### src/rtl/fetch_sequencer.sv
// ============================================================================
// Module  : fetch_sequencer
// Purpose : Program-counter sequencer with IDLE/RUN/DONE handshake, jump-target
//           table, registered ALU flags and a saturating run-cycle counter.
// Rev     : 1.0 - initial release
// ============================================================================
`timescale 1ns/1ps
`default_nettype none

module fetch_sequencer #(
  parameter int D         = 12,
  parameter int LW        = 5,
  parameter int CW        = 16,
  parameter int DONE_ADDR = 128
) (
  input  logic          clk,
  input  logic          reset,
  input  logic          req,
  input  logic          stall,
  input  logic          reljump_en,
  input  logic          absjump_en,
  input  logic          branch_cond,
  input  logic [LW-1:0] lut_idx,
  input  logic          lut_we,
  input  logic [LW-1:0] lut_waddr,
  input  logic [D-1:0]  lut_wdata,
  input  logic          flag_we,
  input  logic          zero_i,
  input  logic          pari_i,
  input  logic          sc_i,
  input  logic          sc_clr,
  output logic [D-1:0]  prog_ctr,
  output logic          run,
  output logic          done,
  output logic          zeroQ,
  output logic          pariQ,
  output logic          scQ,
  output logic [CW-1:0] cycles
);

  localparam int          C_NENT    = 1 << LW;
  localparam logic [D-1:0] C_DONE_PC = D'(DONE_ADDR);

  typedef enum logic [1:0] {
    S_IDLE = 2'd0,
    S_RUN  = 2'd1,
    S_DONE = 2'd2
  } state_t;

  state_t         state_q, state_d;
  logic [D-1:0]   pc_q, pc_d;
  logic [CW-1:0]  cycles_q, cycles_d;
  logic           zero_q, zero_d;
  logic           pari_q, pari_d;
  logic           sc_q, sc_d;
  logic [D-1:0]   table_q [C_NENT];
  logic [D-1:0]   table_d [C_NENT];
  logic [D-1:0]   w_target;

  // Reads see the registered table, so a same-cycle write returns the old entry.
  assign w_target = table_q[lut_idx];

  always_comb begin
    state_d  = state_q;
    pc_d     = pc_q;
    cycles_d = cycles_q;
    zero_d   = zero_q;
    pari_d   = pari_q;
    sc_d     = sc_q;
    table_d  = table_q;
    if (lut_we) begin
      table_d[lut_waddr] = lut_wdata;
    end

    case (state_q)
      S_IDLE: begin
        if (req) begin
          state_d  = S_RUN;
          pc_d     = '0;
          cycles_d = '0;
          zero_d   = 1'b0;
          pari_d   = 1'b0;
          sc_d     = 1'b0;
        end
      end
      S_RUN: begin
        if (cycles_q != {CW{1'b1}}) begin
          cycles_d = cycles_q + CW'(1);
        end
        // The end-of-run check wins over stall so a stalled run still finishes.
        if (pc_q == C_DONE_PC) begin
          state_d = S_DONE;
        end else if (!stall) begin
          if (absjump_en && branch_cond) begin
            pc_d = w_target;
          end else if (reljump_en && branch_cond) begin
            pc_d = pc_q + w_target;
          end else begin
            pc_d = pc_q + D'(1);
          end
          if (flag_we) begin
            zero_d = zero_i;
            pari_d = pari_i;
          end
          if (sc_clr) begin
            sc_d = 1'b0;
          end else if (flag_we) begin
            sc_d = sc_i;
          end
        end
      end
      S_DONE: begin
        if (!req) begin
          state_d = S_IDLE;
        end
      end
      default: begin
        state_d = S_IDLE;
      end
    endcase
  end

  always_ff @(posedge clk or posedge reset) begin
    if (reset) begin
      state_q  <= S_IDLE;
      pc_q     <= '0;
      cycles_q <= '0;
      zero_q   <= 1'b0;
      pari_q   <= 1'b0;
      sc_q     <= 1'b0;
      table_q  <= '{default: '0};
    end else begin
      state_q  <= state_d;
      pc_q     <= pc_d;
      cycles_q <= cycles_d;
      zero_q   <= zero_d;
      pari_q   <= pari_d;
      sc_q     <= sc_d;
      table_q  <= table_d;
    end
  end

  assign prog_ctr = pc_q;
  assign cycles   = cycles_q;
  assign zeroQ    = zero_q;
  assign pariQ    = pari_q;
  assign scQ      = sc_q;
  assign run      = (state_q == S_RUN);
  assign done     = (state_q == S_DONE);

endmodule

`default_nettype wire

### config.mk
export PLATFORM = sky130hd
export DESIGN_NAME = fetch_sequencer
export DESIGN_NICKNAME = d
export VERILOG_FILES = /design/src/rtl/fetch_sequencer.sv
export SDC_FILE = /design/constraint.sdc
export NUM_CORES = 1
export LEC_CHECK = 0
export BUFFER_PORTS_ARGS = -buffer_cell sky130_fd_sc_hd__buf_2
export CAP_MARGIN = 10
export CORE_MARGIN = 4
export CORE_UTILIZATION = 30
export CTS_CLUSTER_SIZE = 28
export DETAILED_ROUTE_END_ITERATION = 8
export PLACE_DENSITY = 0.51
export SLEW_MARGIN = 5
export SYNTH_ARGS = -nofsm -noshare
export SYNTH_HDL_FRONTEND = slang
export SYNTH_SLANG_ARGS = --single-unit
### constraint.sdc
create_clock -name clk -period 40.7 [get_ports clk]
set_input_delay 4.07 -clock clk [delete_from_list [all_inputs] [get_ports clk]]
set_output_delay 4.07 -clock clk [all_outputs]
set_load 0.005 [all_outputs]
## After elaboration in Yosys (flattened, before gate mapping)

Index checks and enable logic that the tools add are counted.
W data, S select, Z words.

- $add $sub $neg: 3
- Eq/ne operators: 12
- Bitwise logic cells: 2
- $lt $le $gt $ge: 3
- Multiplexer cells: 33
- Reductions and logical operators: 10

Operator list:

| cell | count |
|---|---|
| $bwmux W384 | 1 |
| $mux W12 | 8 |
| $bmux W12 S5 | 1 |
| $demux W12 S5 | 1 |
| $mux W16 | 2 |
| $pmux W16 S2 | 1 |
| $pmux W12 S2 | 1 |
| $add A16 B1 Y16 const B | 1 |
| $ne A16 B16 Y1 const B | 1 |
| $add A12 B1 Y12 const B | 1 |
| $add A12 B12 Y12 | 1 |
| $eq A12 B8 Y1 const B | 1 |
| $ge A6 B6 Y1 const B | 2 |
| $not A5 Y6 | 2 |
| $mux W1 | 11 |
| $ne A2 B2 Y1 const B | 5 |
| $reduce_and A5 Y1 | 2 |
| $lt A6 B1 Y1 const B | 1 |
| $mux W2 | 3 |
| $pmux W1 S2 | 3 |
| $pmux W2 S3 | 1 |
| $reduce_and A3 Y1 | 2 |
| $ne A2 B1 Y1 const B | 2 |
| $reduce_and A4 Y1 | 1 |
| 6 further kinds | 8 |

- Output and inout bits: 33
- Logic and storage cells: 101
- Register bits after elaboration: 417

## Longest topological paths before layout

Gate-level depths: netlist (run 1).

- Depth after elaboration: 10
- Depth in mapped cells: 17
- Gate-level depth less buffers: 14

## Least setup slack after synthesis (run 1)

Ideal clock, no wire load.

- Kind: input port to flip-flop
- Start point: input lut_idx[0]
- End point: register pc_q[8], in the netlist prog_ctr[8]
- Data required time: 40.574 ns
- Path buffers: 3
- Data arrival time: 7.434 ns
- Stages on the path: 17
- Slack: 33.140 ns
- Path through: buf_6 > buf_6 > buf_2 > mux4_2 > mux4_2 > mux2i_1 > nand3_1 > ha_1 > inv_1 > fa_1 > nand2b_1 > a21oi_1 > o31ai_1 > nand2b_1 > a21oi_1 > xnor2_1 > a221o_1

- Cells in the longest elaborated chain, start to end: 10

RTL lines:

| element | line | source |
|---|---|---|
| start, declared | 23 | `input logic [LW-1:0] lut_idx,` |
| $not A5 Y6 (implied by the code) (*) | 61 | `assign w_target = table_q[lut_idx];` |
| $bmux W12 S5 (*) | 61 |  |
| $mux W12 (implied by the code) (*) (2 in a row) | 61 |  |
| $add A12 B12 Y12 | 97 | `pc_d = pc_q + w_target;` |
| $mux W12 | 96 | `end else if (reljump_en && branch_cond) begin` |
| $mux W12 (*) | 94 | `if (absjump_en && branch_cond) begin` |
| $mux W12 (*) | 93 | `end else if (!stall) begin` |
| $mux W12 (*) | 91 | `if (pc_q == C_DONE_PC) begin` |
| $pmux W12 S2 (*) | 75 | `case (state_q)` |
| end signal, assigned | 134 | `pc_q <= pc_d;` |
| end, declared | 51 | `logic [D-1:0] pc_q, pc_d;` |

Mark *: on every way between the ends. The rest lies on a longest branch, timed or not. The select of a mux whose other input is x is not followed.
A chain may end at the register's enable or synchronous reset.

## Worst setup path after layout (run 1)

- Start point: input lut_idx[1]
- End point: register pc_q[8], in the netlist prog_ctr[8]

The elaborated chain is that of the path after synthesis.

==> metrics, run 1 <==
hold_ws about 0.49 ns; Switching Share between 20% and 30%; dominant cells by area after synthesis dfrtp_1, mux2_2, mux4_2; vias in the first global route 11900; gr ovfl total 0; Power Internal approximately 0.86 mW; critical path's largest stage delay about 0.64 ns; clk_skew about 0.023 ns; initial antenna violation count 5; Bufs and invs on worst path 4; Comb power frac 19.4%; Synth Area in Simple Gates 3.64%; Ports slightly below 70; synthesized cell area 19500 sq um; status finished, final reports clean; DR WL/cell approximately 23 um; syn nets 1337; Via Count around 11000; kind of cell adding the most delay to the critical path buffers and inverters; peak ir drop on the vdd network 0.0297 mV; crit-path max FO 38; CTS resizes 0; Hold Crit Start pariQ$_DFFE_PP0P_; worst skew pair latency just under 0.6 ns; multiplexer area fraction after synthesis a little over a third; WP data arrival ~9.2 ns; Synth Area in XOR/XNOR less than 1%; antenna-violating nets left 0; register area share after synthesis between 50% and 60%; max cap viols 0; Hold Crit Depth 1; Post-Route Setup TNS 0 ns; Core Rows 93; actual slew at the worst max-slew pin ~1.1 ns; final setup violation count 0; Slew headroom between 20% and 30%; Die Height 263 um; Initial DRT Pass Iterations 4; Die X between 200 and 300 um; Post-synth EDFFs 0; fill count ~6200; port bufs 67; Die ar. just under 70000 sq um; Async SR Flop Fraction 100%; detailed placer's ending HPWL between 30000 and 40000 um; post-route clock period utilization a little over a fifth; Synth Area per Inst ~15 sq um; share of cells above drive strength 1 approximately half; cts hold-fix bufs 0; global-route wire length before repair roughly 80000 um; Startpoint Class input pin; worst min path class reg -> reg; crit-path most repeated cell buf_4; Global Route Usage Sum around 15%; clock share of power between 30% and 40%; CP cell instances buf_4 > buf_4 > buf_4 > mux4_2 > mux4_2 > mux2i_1 > nand3_1 > ha_1 > inv_1 > fa_1 > nand2b_1 > a21oi_1 > o31ai_1 > nand2b_1 > a21oi_1 > xnor2_1 > a221o_1; leakage power a little under 10 nW; Seq pwr share between 40% and 50%; GP Congestion ~0.81; largest net degree at the start of global routing roughly 140; Netlist cell types just under 60; CTS root buf clkbuf_16; largest family of logic cells by synthesized area multiplexers; Synth Area in Compound Gates under 10%; top-area cell type share of the netlist area between 50% and 60%; # H-tree levels 2; area grow syn2layout 13.4%; R2R setup slack 36.79 ns; area leader, netlist dfrtp_1; Multi-input gate area ~8600 sq um; CTS clk-pin slew, worst paths ~0.06 ns; R2R Path End prog_ctr[8]$_DFFE_PP0P_; endpoints failing hold 0; NumNets Final between 1000 and 1500; fmax 0.115 GHz; maximum buffer depth of the clock tree 3; cell depth of the worst flop-to-flop path 14; CP required a little over 40 ns; CTS buffer count 45; post-CTS setup buffers 0; FF+latch count, synth between 400 and 500; TritonCTS clock tree built; Yosys warning count 0; drt drc 0; CP endpoint kind flop; power density cells between 50 and 60 nW/um^2; Syn Inst Count around 1300; unrepaired setup endpoints after global routing false; final WL between 50000 and 60000 um; Synth Area in Adders less than 1%; Critical-path top delay cell buf_4; Synth Flop Type dfrtp_1; Final min period between 8 and 9 ns; critical path class in -> reg; Initial DRC Count around 780; Reg area 10400 sq um; Hold Path End pariQ$_DFFE_PP0P_; final core utilization 34.4%; Placeable Area roughly 64000 sq um; Sw Pwr between 0.3 and 0.4 mW; Final Slew Violations 0; CTS sink count 417; Starting Density between 30% and 40%; Worst R2R Start table_q[288]$_DFFE_PP0P_; vias per cell between 5 and 6
[state kept, by name, indices dropped and copies added, names as in the netlist]
| signal | count |
|---|---|
| cycles | 16 |
| scQ | 1 |
| pariQ | 1 |
| state_q | 2 |
| zeroQ | 1 |
| prog_ctr | 12 |
| table_q | 384 |
[cell families (layout without fill, tap and decap cells)]
group,after synthesis,count (layout)
buffers and inverters,112,186
DFF,417,417
AOI/OAI and AO/OA,69,69
adders and majority gates,13,13
other,0,2
and+or+nand+nor,143,143
xor gates and xnor gates,18,18
muxes,517,517
[layout make-up]
type                       instances  share of cell area (%)
clock buffer                      64                    5.72
tap                              855                    4.83
timing repair buffer              93                    2.43
antenna                            2                  0.0226
multi-input combinational        760                    38.9
clock inverter                    17                   0.739
inverter                          12                   0.237
sequential                       417                    47.1
[routing by layer]
metal / track usage, % / part of all wire (%)
met4: 4.78 / 2.8
met5: 0 / 0.067
met2: 24.0 / 48
met3: 2.50 / 3.8
met1: 19.9 / 45
[worst max-delay path by stage]
| stage | depth (start not counted) | start | endpoint |
|---|---|---|---|
| 2_1_floorplan | 1 | reset | cycles[0]$_DFFE_PP0P_ |
| 3_3_place_gp | 17 | lut_idx[1] | prog_ctr[8]$_DFFE_PP0P_ |
| 3_5_place_dp | 17 | lut_idx[1] | prog_ctr[8]$_DFFE_PP0P_ |
| 4_1_cts | 17 | lut_idx[1] | prog_ctr[8]$_DFFE_PP0P_ |
| 5_1_grt | 16 | lut_idx[0] | prog_ctr[8]$_DFFE_PP0P_ |
| 6_report | 17 | lut_idx[1] | prog_ctr[8]$_DFFE_PP0P_ |
[cells in the mapped netlist, types with 9 or more instances]
cell type,count
inv_1,11
xor2_1,11
o21ai_1,10
mux4_2,108
nor2_1,49
mux2i_1,17
nand3_1,9
dfrtp_1,417
buf_2,12
a21oi_1,12
mux2_2,385
nand2_1,33
ha_1,12
clkbuf_1,76
[through the flow]
step	std cells	area [sq um]	setup WS [ns]	power, mW
after global placement	2137	20700	31.58	0.779
after detailed placement	2137	20700	31.42	0.786
after global routing	2218	22200	31.62	1.24
final	2220	22200	31.99	1.18
after CTS	2218	22200	32.02	1.19
after floorplan	1289	19500	25.02	0.715
[power by group through the flow]
stage               clock network, mW  logic (mW)  registers, mW
floorplan                           0       0.176          0.539
global placement                    0       0.225          0.554
detailed placement                  0       0.231          0.555
CTS                             0.416       0.231          0.548
global route                    0.433       0.250          0.558
finish                          0.402       0.228          0.549
[cell usage in the layout, fill, tap and decap left out, types with 10 or more instances in the layout]
master and instances:
buf_2 65, nor2_1 49, clkbuf_16 45, mux4_2 108, dfrtp_1 417, o21ai_1 10, clkinv_2 11, mux2i_1 17
clkbuf_1 12, ha_1 12, xor2_1 11, a21oi_1 12, mux2_2 385, nand2_1 33, buf_4 27
(Power assumes the default switching activity.)
==> inputs of run 2 (changes only) <==
Clock period 40.7 ns to 8.7 ns, I/O delays scaled along.
==> run 2 against run 1 <==
Utilization increased by 0.23 points; sequential power increased to 4.7 times the previous value; register-to-register slack got worse by 32 ns; non-clock buffer count is 2 higher; clock skew rose by 0.0023 ns; die area unchanged; clock power rose to 5.0 times the previous value; clock-buffer cell count down 5; combinational power grew to 4.7 times the previous value; flip-flop and latch count unchanged; worst setup slack got worse by 28 ns; critical endpoint unchanged; largest cell class unchanged.
==> metrics, run 2 (synthesis results as in run 1) <==
R2R Path End prog_ctr[8]$_DFFE_PP0P_ (unchanged); leakage power 9.89 nW (was 9.83 nW); Startpoint Class input pin (unchanged); Power Internal 4.15 mW (was 0.859 mW); post-route clock period utilization 57.3%; setup ws final 3.71 ns (was 31.99 ns); WP data arrival 5.45 ns (was 9.16 ns); vias per cell 5.12 (was 5.09); critical path class in -> reg (unchanged); kind of cell adding the most delay to the critical path multiplexers (was buffers and inverters); Core Rows 93 (unchanged); CTS root buf clkbuf_16 (unchanged); most common cell after layout, fill and taps aside dfrtp_1 (unchanged); CP required 9.16 ns (was 41.15 ns); final setup violation count 0 (unchanged); Via Count 11400 (was 11300); TritonCTS clock tree built (unchanged); gr ovfl total 0 (unchanged); initial antenna violation count 5 (unchanged); CTS resizes 0 (unchanged); Top reg by flops table_q (unchanged); endpoints failing hold 0 (unchanged); Final min period between 4 and 5 ns; Bufs and invs on worst path 3 (was 4); Initial DRT Pass Iterations 5 (was 4); unrepaired setup endpoints after global routing false (unchanged); global-route wire length before repair 77700 um (was 78200 um); commonest non-fill, non-tap cells in the layout dfrtp_1, mux2_2, mux4_2 (unchanged); clk_skew 0.0256 ns (was 0.0233 ns); Placeable Area 64500 sq um (unchanged); Comb power frac 19.0% (was 19.4%); share of cells above drive strength 1 49.0% (was 48.5%); CTS clk-pin slew, worst paths 0.06 ns (about the same); Die Height 263 um (unchanged); placed cell count 2139 (was 2137); crit-path max FO 43 (was 38); clock share of power 35.7% (was 34.1%); Critical-path top delay cell buf_4 (unchanged); Starting Density 30.3% (unchanged); cts hold-fix bufs 0 (unchanged); Sw Pwr 1.50 mW (was 0.320 mW); peak ir drop on the vdd network 0.146 mV (was 0.0297 mV); critical path's largest stage delay 0.78 ns (was 0.64 ns); antenna-violating nets left 0 (unchanged); Global Route Usage Sum 14.5% (was 14.6%); Final Non-Filler Cells 2222 (was 2220); final WL 50400 um (was 50800 um); detailed placer's ending HPWL 31000 um (was 30900 um); largest net degree at the start of global routing 79 (was 136); CTS sink count 417 (unchanged); CTS buffer count 45 (unchanged); Initial DRC Count 682 (was 776); max cap viols 0 (unchanged); Post-Route Setup TNS 0 ns (unchanged); GP Congestion 0.817 (was 0.813); maximum buffer depth of the clock tree 3 (unchanged); R2R setup slack 4.81 ns (was 36.79 ns); Slew headroom 32.9% (was 23.9%); Seq pwr share 45.3% (was 46.5%); number of flip-flops in the largest register 384 (unchanged); hold_ws 0.192 ns (was 0.489 ns); Switching Share 26.6% (was 27.1%); drt drc 0 (unchanged); actual slew at the worst max-slew pin 1.01 ns (was 1.14 ns); Worst R2R Start table_q[288]$_DFFE_PP0P_ (unchanged); cell depth of the worst flop-to-flop path 14 (unchanged); area grow syn2layout 14.2% (was 13.4%); Die ar. 69300 sq um (unchanged); worst min path class in -> async (was reg -> reg); CP cell instances buf_6 > buf_4 > mux4_2 > mux4_2 > mux2i_1 > nand3_1 > ha_1 > inv_1 > fa_1 > nand2b_1 > a21oi_1 > o31ai_1 > nand2b_1 > a21oi_1 > xnor2_1 > a221o_1 (was buf_4 > buf_4 > buf_4 > mux4_2 > mux4_2 > mux2i_1 > nand3_1 > ha_1 > inv_1 > fa_1 > nand2b_1 > a21oi_1 > o31ai_1 > nand2b_1 > a21oi_1 > xnor2_1 > a221o_1); worst skew pair latency 0.59 ns (was 0.58 ns); # H-tree levels 2 (unchanged); vias in the first global route 12000 (was 11900); Place WS 3.08 ns (was 31.42 ns); CP endpoint kind flop (unchanged); fmax roughly 0.2 GHz; NumNets Final 1379 (was 1377); post-CTS setup buffers 0 (unchanged); status finished, final reports clean (unchanged); area post-placement 20800 sq um (was 20700 sq um); Final Slew Violations 0 (unchanged); Finished Cell Area 22300 sq um (was 22200 sq um); power density cells 253 nW/um^2 (was 53.2 nW/um^2); port bufs 67 (unchanged); Die X 263 um (unchanged); Ports 68 (unchanged); DR WL/cell 22.7 um (was 22.9 um)
## run 2: metal layers
layer	GRT usage, %	vias up	routed length [um]
met1	20.2	6150	22900
met3	2.86	73	2280
met4	3.11	8	838
met5	0	-	55
li1	-	4914	-
met2	23.6	236	24300
## run 2: how the worst max path moves through the flow
stage,endpoint,cells past startpoint,slack (ns),startpoint
2_1_floorplan,cycles[0]$_DFFE_PP0P_,1,2.21,reset
3_3_place_gp,prog_ctr[11]$_DFFE_PP0P_,14,3.17,lut_idx[0]
3_5_place_dp,prog_ctr[11]$_DFFE_PP0P_,14,3.08,lut_idx[0]
4_1_cts,prog_ctr[8]$_DFFE_PP0P_,16,3.71,lut_idx[0]
5_1_grt,prog_ctr[8]$_DFFE_PP0P_,16,3.37,lut_idx[0]
6_report,prog_ctr[8]$_DFFE_PP0P_,16,3.71,lut_idx[0]
## run 2: metrics by stage
step	util [%]	total power [mW]
6_report	34.6	5.65
5_1_grt	34.6	5.94
3_3_place_gp	32.2	3.64
3_5_place_dp	32.2	3.68
2_1_floorplan	-	3.35
4_1_cts	34.6	5.73
## run 2: power by group through the flow
stage	clock network, mW	logic [mW]	registers, mW
global placement	0	1.06	2.58
floorplan	0	0.822	2.52
finish	2.02	1.07	2.56
global route	2.15	1.18	2.61
CTS	2.08	1.09	2.56
detailed placement	0	1.09	2.59
## run 2: final cells by class
cell class                      instances  area (sq um)
Antenna cell                            1          2.50
Clock inverter                         23           299
Tap cell                              855          1070
Fill cell                            6188         42200
Timing Repair Buffer                   95           567
Clock buffer                           59          1260
Sequential cell                       417         10400
Multi-Input combinational cell        760          8630
Inverter                               12          48.8
==> inputs of run 3 (changes only) <==
Settings changed: PLACE_DENSITY 0.51 to 0.53.
Clock period 8.7 ns to 4.1 ns, I/O delays scaled along.
==> run 3 against run 2 <==
Worst setup slack got worse by 3.2 ns; total power is 110% higher; final area increased by 2.3%; critical path depth unchanged; critical endpoint unchanged; die area unchanged; non-clock buffer count increased by 53; sequential power is 110% higher; routed wire length rose by 0.57%; final cell count increased by 2.5%; register-to-register slack worse by 4.3 ns; largest cell class unchanged; worst hold slack worse by 0.19 ns.
==> metrics, run 3 (synthesis results as in run 1) <==
Critical-path top delay cell mux4_2 (was buf_4); CTS root buf clkbuf_16 (unchanged); CTS resizes 0 (unchanged); Final min period 3.60 ns; commonest non-fill, non-tap cells in the layout dfrtp_1, mux2_2, mux4_2 (unchanged); cts hold-fix bufs 0 (unchanged); detailed placer's ending HPWL 31900 um (was 31000 um); # H-tree levels 2 (unchanged); endpoints failing hold 0 (unchanged); clk_skew 0.0286 ns (was 0.0256 ns); Global Route Usage Sum 14.5% (about the same); Core Rows 93 (unchanged); CTS buffer count 46 (was 45); critical path's largest stage delay 0.54 ns (was 0.78 ns); maximum buffer depth of the clock tree 3 (unchanged); CTS clk-pin slew, worst paths 0.06 ns (about the same); final setup violation count 0 (unchanged); R2R setup slack 0.50 ns (was 4.81 ns); area post-placement 21300 sq um (was 20800 sq um); power density cells 528 nW/um^2 (was 253 nW/um^2); Slew headroom 27.5% (was 32.9%); kind of cell adding the most delay to the critical path multiplexers (unchanged); Via Count 11500 (was 11400); max cap viols 0 (unchanged); crit-path max FO 3 (was 43); number of flip-flops in the largest register 384 (unchanged); peak ir drop on the vdd network 0.284 mV (was 0.146 mV); Final Slew Violations 0 (unchanged); cell depth of the worst flop-to-flop path 16 (was 14); final WL 50600 um (was 50400 um); Worst R2R Start table_q[288]$_DFFE_PP0P_ (unchanged); status finished, final reports clean (unchanged); post-CTS setup buffers 0 (unchanged); global-route wire length before repair 77700 um (about the same); Die Height 263 um (unchanged); worst min path class in -> async (unchanged); Bufs and invs on worst path 3 (unchanged); gr ovfl total 0 (unchanged); critical path class reg -> reg (was in -> reg); CP required 4.58 ns (was 9.16 ns); Initial DRT Pass Iterations 4 (was 5); fmax about 0.28 GHz; post-route clock period utilization between 80% and 90%; unrepaired setup endpoints after global routing false (unchanged); Post-Route Setup TNS 0 ns (unchanged); initial antenna violation count 4 (was 5); fill count 6206 (was 6188); Top reg by flops table_q (unchanged); drt drc 0 (unchanged); TritonCTS clock tree built (unchanged); leakage power 10.2 nW (was 9.89 nW); Starting Density 30.3% (unchanged); worst skew pair latency 0.60 ns (was 0.59 ns); port bufs 67 (unchanged); Ports 68 (unchanged); Finished Cell Area 22800 sq um (was 22300 sq um); vias per cell 5.07 (was 5.12); largest net degree at the start of global routing 95 (was 79); share of cells above drive strength 1 51.0% (was 49.0%); WP data arrival 4.08 ns (was 5.45 ns); setup ws final 0.500 ns (was 3.71 ns); antenna-violating nets left 0 (unchanged); Placeable Area 64500 sq um (unchanged); Place WS -0.0983 ns (was 3.08 ns); Die ar. 69300 sq um (unchanged); area grow syn2layout 16.8% (was 14.2%); vias in the first global route 12100 (was 12000); R2R Path End prog_ctr[8]$_DFFE_PP0P_ (unchanged); crit path to prog_ctr[8]$_DFFE_PP0P_ (unchanged); cell count along the critical path 16 (unchanged); GP Congestion 0.812 (was 0.817); Startpoint Class flop (was input pin); most common cell after layout, fill and taps aside dfrtp_1 (unchanged); NumNets Final 1433 (was 1379); CP endpoint kind flop (unchanged); Die X 263 um (unchanged); Initial DRC Count 606 (was 682); crit path launch table_q[288]$_DFFE_PP0P_ (was lut_idx[0]); CP cell instances mux4_2 > mux4_2 > mux2i_1 > buf_4 > nand3_1 > ha_1 > inv_1 > fa_1 > nand2b_1 > a21oi_1 > o31ai_1 > buf_4 > nand2b_1 > a21oi_1 > xnor2_1 > a221o_1 (was buf_6 > buf_4 > mux4_2 > mux4_2 > mux2i_1 > nand3_1 > ha_1 > inv_1 > fa_1 > nand2b_1 > a21oi_1 > o31ai_1 > nand2b_1 > a21oi_1 > xnor2_1 > a221o_1); DR WL/cell 22.2 um (was 22.7 um); actual slew at the worst max-slew pin 1.09 ns (was 1.01 ns); CTS sink count 417 (unchanged)
-- run 3: where the power goes --
group          total [mW]  internal (mW)  leakage (nW)  switching [mW]
Sequential           5.44           4.95          5.34           0.486
Clock                4.23           2.52         0.781            1.72
Combinational        2.39           1.40          4.08           0.998
Total                12.1           8.87          10.2            3.20
-- run 3: metal layers --
layer	track usage [%]	share of wire, %	vias up	wire, um
met5	0	0.079	-	40
met4	4.11	2.3	6	1160
met3	2.40	3.8	82	1940
met2	23.3	47	226	23800
met1	20.3	47	6215	23700
li1	-	-	5010	-
-- run 3: metrics by stage --
stage / hold slack (ns) / utilization (%) / instances / total power, mW
finish: 0.000594 / 35.4 / 2277 / 12.1
global route: 0.0421 / 35.4 / 2276 / 12.7
CTS: 0.00360 / 35.4 / 2276 / 12.2
detailed placement: 0.487 / 33.0 / 2192 / 7.92
global placement: 0.476 / 33.0 / 2192 / 7.84
floorplan: 0.470 / - / 1289 / 7.10
-- run 3: layout make-up --
cell class              count  area (sq um)  share of cell area (%)
multi-input cells         760          8640                    37.8
clock buffers              71          1430                    6.25
well taps                 855          1070                    4.68
clock inverters            13           138                   0.603
repair buffers            148          1080                    4.72
inverters                  12          48.8                   0.214
diodes                      1          2.50                  0.0110
flip-flops and latches    417         10400                    45.7
-- run 3: worst min-delay path by stage --
stage                              from                        to  cells after the start  slack, ns
2_1_floorplan  table_q[322]$_DFFE_PP0P_  table_q[322]$_DFFE_PP0P_                      1       0.47
3_3_place_gp          zeroQ$_DFFE_PP0P_         zeroQ$_DFFE_PP0P_                      1       0.48
3_5_place_dp   table_q[322]$_DFFE_PP0P_  table_q[322]$_DFFE_PP0P_                      1       0.49
4_1_cts                           reset  table_q[344]$_DFFE_PP0P_                      2      0.004
5_1_grt                           reset  table_q[344]$_DFFE_PP0P_                      2       0.04
6_report                          reset  table_q[344]$_DFFE_PP0P_                      2     0.0006
